==> config.mk <==
export PLATFORM = sky130hd
export DESIGN_NAME = shift_right_sequencer
export DESIGN_NICKNAME = d
export VERILOG_FILES = /design/src/rtl/shift_right_sequencer.sv
export SDC_FILE = /design/constraint.sdc
export NUM_CORES = 1
export LEC_CHECK = 0
export CORE_ASPECT_RATIO = 1.1
export CORE_MARGIN = 8
export CORE_UTILIZATION = 30
export DETAILED_ROUTE_END_ITERATION = 12
export DONT_BUFFER_PORTS = 1
export PLACE_DENSITY_LB_ADDON = 0.3
export SKIP_LAST_GASP = 1
export SYNTH_ARGS = -nofsm -noshare
export SYNTH_HDL_FRONTEND = slang
export SYNTH_SLANG_ARGS = --single-unit
==> constraint.sdc <==
create_clock -name CLK -period 5.1 [get_ports CLK]
set_clock_uncertainty 0.05 [all_clocks]
set_input_delay 1.02 -clock CLK [delete_from_list [all_inputs] [get_ports CLK]]
set_output_delay 1.02 -clock CLK [all_outputs]
set_load 0.01 [all_outputs]
==> src/rtl/shift_right_sequencer.sv <==
// Iterative right shifter (logical/arithmetic), one bit per cycle; optional ABORT port under SHIFT_RIGHT_SEQ_ABORT_EN.
// Latency: min(B,N) cycles from the START edge to the edge entering DONE (B=0 -> DONE right after capture).
// Backpressure: none; START is ignored while BUSY, no queueing.
module shift_right_sequencer #(
    parameter int N = 8
) (
    input  logic         CLK,
    input  logic         RESET,
    input  logic         START,
    input  logic         TYPE,
    input  logic [N-1:0] A,
    input  logic [N-1:0] B,
`ifdef SHIFT_RIGHT_SEQ_ABORT_EN
    input  logic         ABORT,
`endif
    output logic         BUSY,
    output logic         DONE,
    output logic [N-1:0] OUT,
    output logic         OVERFLOW
);

    localparam int CW = $clog2(N + 1);

    typedef enum logic [1:0] {
        S_IDLE,
        S_SHIFT,
        S_DONE
    } state_t;

    state_t         state_q, state_d;
    logic [N-1:0]   work_q, work_d;
    logic           fill_q, fill_d;
    logic [CW-1:0]  cnt_q, cnt_d;
    logic           ovf_q, ovf_d;
    logic [N-1:0]   out_q, out_d;
    logic           overflow_q, overflow_d;

    logic           abort_req;
    logic           b_big;
    logic [CW-1:0]  k_load;
    logic [N-1:0]   work_shift;

`ifdef SHIFT_RIGHT_SEQ_ABORT_EN
    assign abort_req = ABORT;
`else
    assign abort_req = 1'b0;
`endif

    // Compare one bit wider so N itself is representable for any N.
    assign b_big      = ({1'b0, B} >= (N + 1)'(N));
    assign k_load     = b_big ? CW'(N) : CW'(B);
    assign work_shift = (work_q >> 1) | {fill_q, {(N - 1){1'b0}}};

    always_comb begin
        state_d    = state_q;
        work_d     = work_q;
        fill_d     = fill_q;
        cnt_d      = cnt_q;
        ovf_d      = ovf_q;
        out_d      = out_q;
        overflow_d = overflow_q;

        case (state_q)
            S_IDLE: begin
                if (START) begin
                    work_d = A;
                    fill_d = TYPE & A[N-1];
                    ovf_d  = b_big;
                    cnt_d  = k_load;
                    if (k_load == '0) begin
                        state_d    = S_DONE;
                        out_d      = A;
                        overflow_d = 1'b0;
                    end else begin
                        state_d = S_SHIFT;
                    end
                end
            end
            S_SHIFT: begin
                if (abort_req) begin
                    state_d = S_IDLE;
                    cnt_d   = '0;
                end else begin
                    work_d = work_shift;
                    cnt_d  = cnt_q - CW'(1);
                    if (cnt_q == CW'(1)) begin
                        state_d    = S_DONE;
                        out_d      = work_shift;
                        overflow_d = ovf_q;
                    end
                end
            end
            S_DONE: begin
                state_d = S_IDLE;
            end
            default: begin
                state_d = S_IDLE;
                cnt_d   = '0;
            end
        endcase
    end

    always_ff @(posedge CLK) begin
        if (RESET) begin
            state_q    <= S_IDLE;
            work_q     <= '0;
            fill_q     <= 1'b0;
            cnt_q      <= '0;
            ovf_q      <= 1'b0;
            out_q      <= '0;
            overflow_q <= 1'b0;
        end else begin
            state_q    <= state_d;
            work_q     <= work_d;
            fill_q     <= fill_d;
            cnt_q      <= cnt_d;
            ovf_q      <= ovf_d;
            out_q      <= out_d;
            overflow_q <= overflow_d;
        end
    end

    assign BUSY     = (state_q != S_IDLE);
    assign DONE     = (state_q == S_DONE);
    assign OUT      = out_q;
    assign OVERFLOW = overflow_q;

endmodule
==> impl_metrics.ini <==
[job]
cap_violations = 0

[die]
die-area_sq_um = 6300
die_w_um = 76.4
row_count = 24
die_h_um = 82.5
start_util = 0.309
core_sq_um = 3900
io_pins = 31

[cts]
clockBufferDepth = 2
cts_buffers = 3
cts_max_level = 1
postCtsSetupBuffers = 0
ctsResizeCount = 0
cts.sinks = 24
cts_hold_buf = 0
clk_latency_ns = 0.26
cts_root_buffer = clkbuf_8
clkTransAtPathRegs_ns = 0.09
cts_tree = yes

[detailed_routing]
drt_first_pass_iters = 4
routed-wl-met3_um = 245
drtAntennaViolNets = 0
route.detailed.drc = 0
wl_um = 2510
drt_iter0_drc = 58
wl_per_cell_um = 13.7
num_vias = 881
vias_per_cell = 4.81
top_layer = met4
wl_met2_um = 1030
met1Wirelength_um = 1210

[cells_and_area]
fill_cells = 434
final_area_sq_um = 1310
drive_gt1_frac = 0.0992
instances_no_fill = 183
final_net_count = 154
area_growth_pct = 8.41
seq_area_sq_um = 480
antennaDiodeCount = 0
multi_input_area_sq_um = 667

[worst_setup_path]
crit_required_ns = 5.21
critPathMaxFanout = 9
start_kind = primary input
setup.worst_path.class = primary input to flop
cp.arrival_ns = 2.56
crit_path_end_kind = flop

[global_route]
grt_max_degree = 35
grt_pass1_wl_um = 4260
grt_pass1_vias = 908
grt.overflow.total = 0
antenna_found_initial = 0
gr-usage-all-layers = 0.0837

[placement]
placed_cells = 179
dp_hpwl_um = 1870
postPlaceCellArea_sq_um = 1230
port_buffers = 0
routabilityCongestion = 0.828

[sta]
post-route-period-util = 0.481
whs_ns = 0.400
hold_viol = 0
setup-tns-final_ns = 0
finalSetupViolCount = 0
worst_pin_slew_ns = 0.892
maxSlewHeadroom = 0.403
slew_violations = 0
min_period_ns = 2.45
rsz0062_at_grt = false
fmax_mhz = 408

[worst_hold_path]
hold_path_class = flop to flop

[pwr]
pwr_density_cell_nw_per_um2 = 327
ir_drop_uv = 143
cellLeakagePower_nw = 0.549

[synth]
synth_top_area_frac = 0.399
seq_area_frac_synth = 0.399
synth-edff-count = 0
ys_ff_latch = 24
synth.area.top_cells = dfxtp_1 40%, mux2_4 10%, nor2_1 7.8%
synth_nets = 156
synthArstFlopShare = 0
yosysWarnings = 0
synth_area_sq_um = 1200
synth-main-ff-cell = dfxtp_1
synth_cells = 134
ys_types = 30
synth_top_cell_by_area = dfxtp_1
syn_area_per_cell_sq_um = 8.99

[outcome]
status = finished clean
[placed cells by master, fill, tap and decap left out, types with 2 or more instances in the layout]
cell type and instances:
nand2_1 4, a211oi_1 8, nor2b_1 9, nor3_1 4, dfxtp_1 24, o21ai_0 3, a21oi_1 5, a22oi_1 2
nand2b_1 3, ha_1 2, mux2_4 8, inv_1 6, nor2_1 25, nand3_1 3, mux2i_1 9, clkbuf_8 3
[routing by layer]
metal	vias to the layer above	track usage
met3	2	0.0433
met5	-	0
met1	387	0.0999
li1	462	-
met2	30	0.130
met4	0	0.0231
[worst paths after layout]
path         depth (start not counted)  endpoint        from  slack (ns)
max                                  4    OUT[1]        B[5]        2.65
min                                  2    fill_q      fill_q        0.40
max reg2reg                          4    OUT[1]  state_q[0]        3.10
min reg2reg                          2    fill_q      fill_q        0.40
[final cells by class]
type	count	area share
tap	52	0.0498
inverter	6	0.0172
clock buffer	3	0.0316
clock inverter	1	0.0230
multi-input combinational	97	0.511
sequential	24	0.368
[logic make-up after synthesis]
kind of cell    synth area share
flops                      0.399
fa+ha+maj                 0.0208
mux                        0.174
compound gates             0.131
xor+xnor                 0.00727
simple gates               0.220
buf+inv                   0.0478
[worst max-delay path, cell delays in order]
cell,delay (ns)
or2_1,0.22
or4_4,0.45
o31a_1,0.50
mux2_4,0.37
[metrics by stage]
| step | setup WS, ns | power (mW) | utilization |
|---|---|---|---|
| 3_5_place_dp | 2.36 | 0.265 | 0.316 |
| 3_3_place_gp | 2.39 | 0.264 | 0.316 |
| 5_1_grt | 2.61 | 0.449 | 0.335 |
| 6_report | 2.65 | 0.427 | 0.335 |
| 2_1_floorplan | 2.53 | 0.259 | - |
| 4_1_cts | 2.66 | 0.432 | 0.335 |
[registers in the layout (all words and copies together) (netlist names)]
signal    flops
ovf_q         1
fill_q        1
work_q        7
OUT           8
cnt_q         4
state_q       2
OVERFLOW      1
[cells in the mapped netlist (2+ instances only)]
cell type / instances
nor2_1: 25
dfxtp_1: 24
mux2i_1: 9
nor2b_1: 9
a211oi_1: 8
mux2_4: 8
inv_1: 6
a21oi_1: 5
clkbuf_1: 5
nand2_1: 4
nor3_1: 4
nand2b_1: 3
nand3_1: 3
o21ai_0: 3
a22oi_1: 2
ha_1: 2
[report_power, final]
group	switching (mW)	total (mW)	internal, mW	leakage [nW]
registers	0.00948	0.208	0.199	0.197
logic	0.0288	0.0519	0.0231	0.317
clock network	0.0621	0.167	0.105	0.0357
total	0.100	0.427	0.327	0.549
Note: power is estimated with default switching activity, not from simulation.
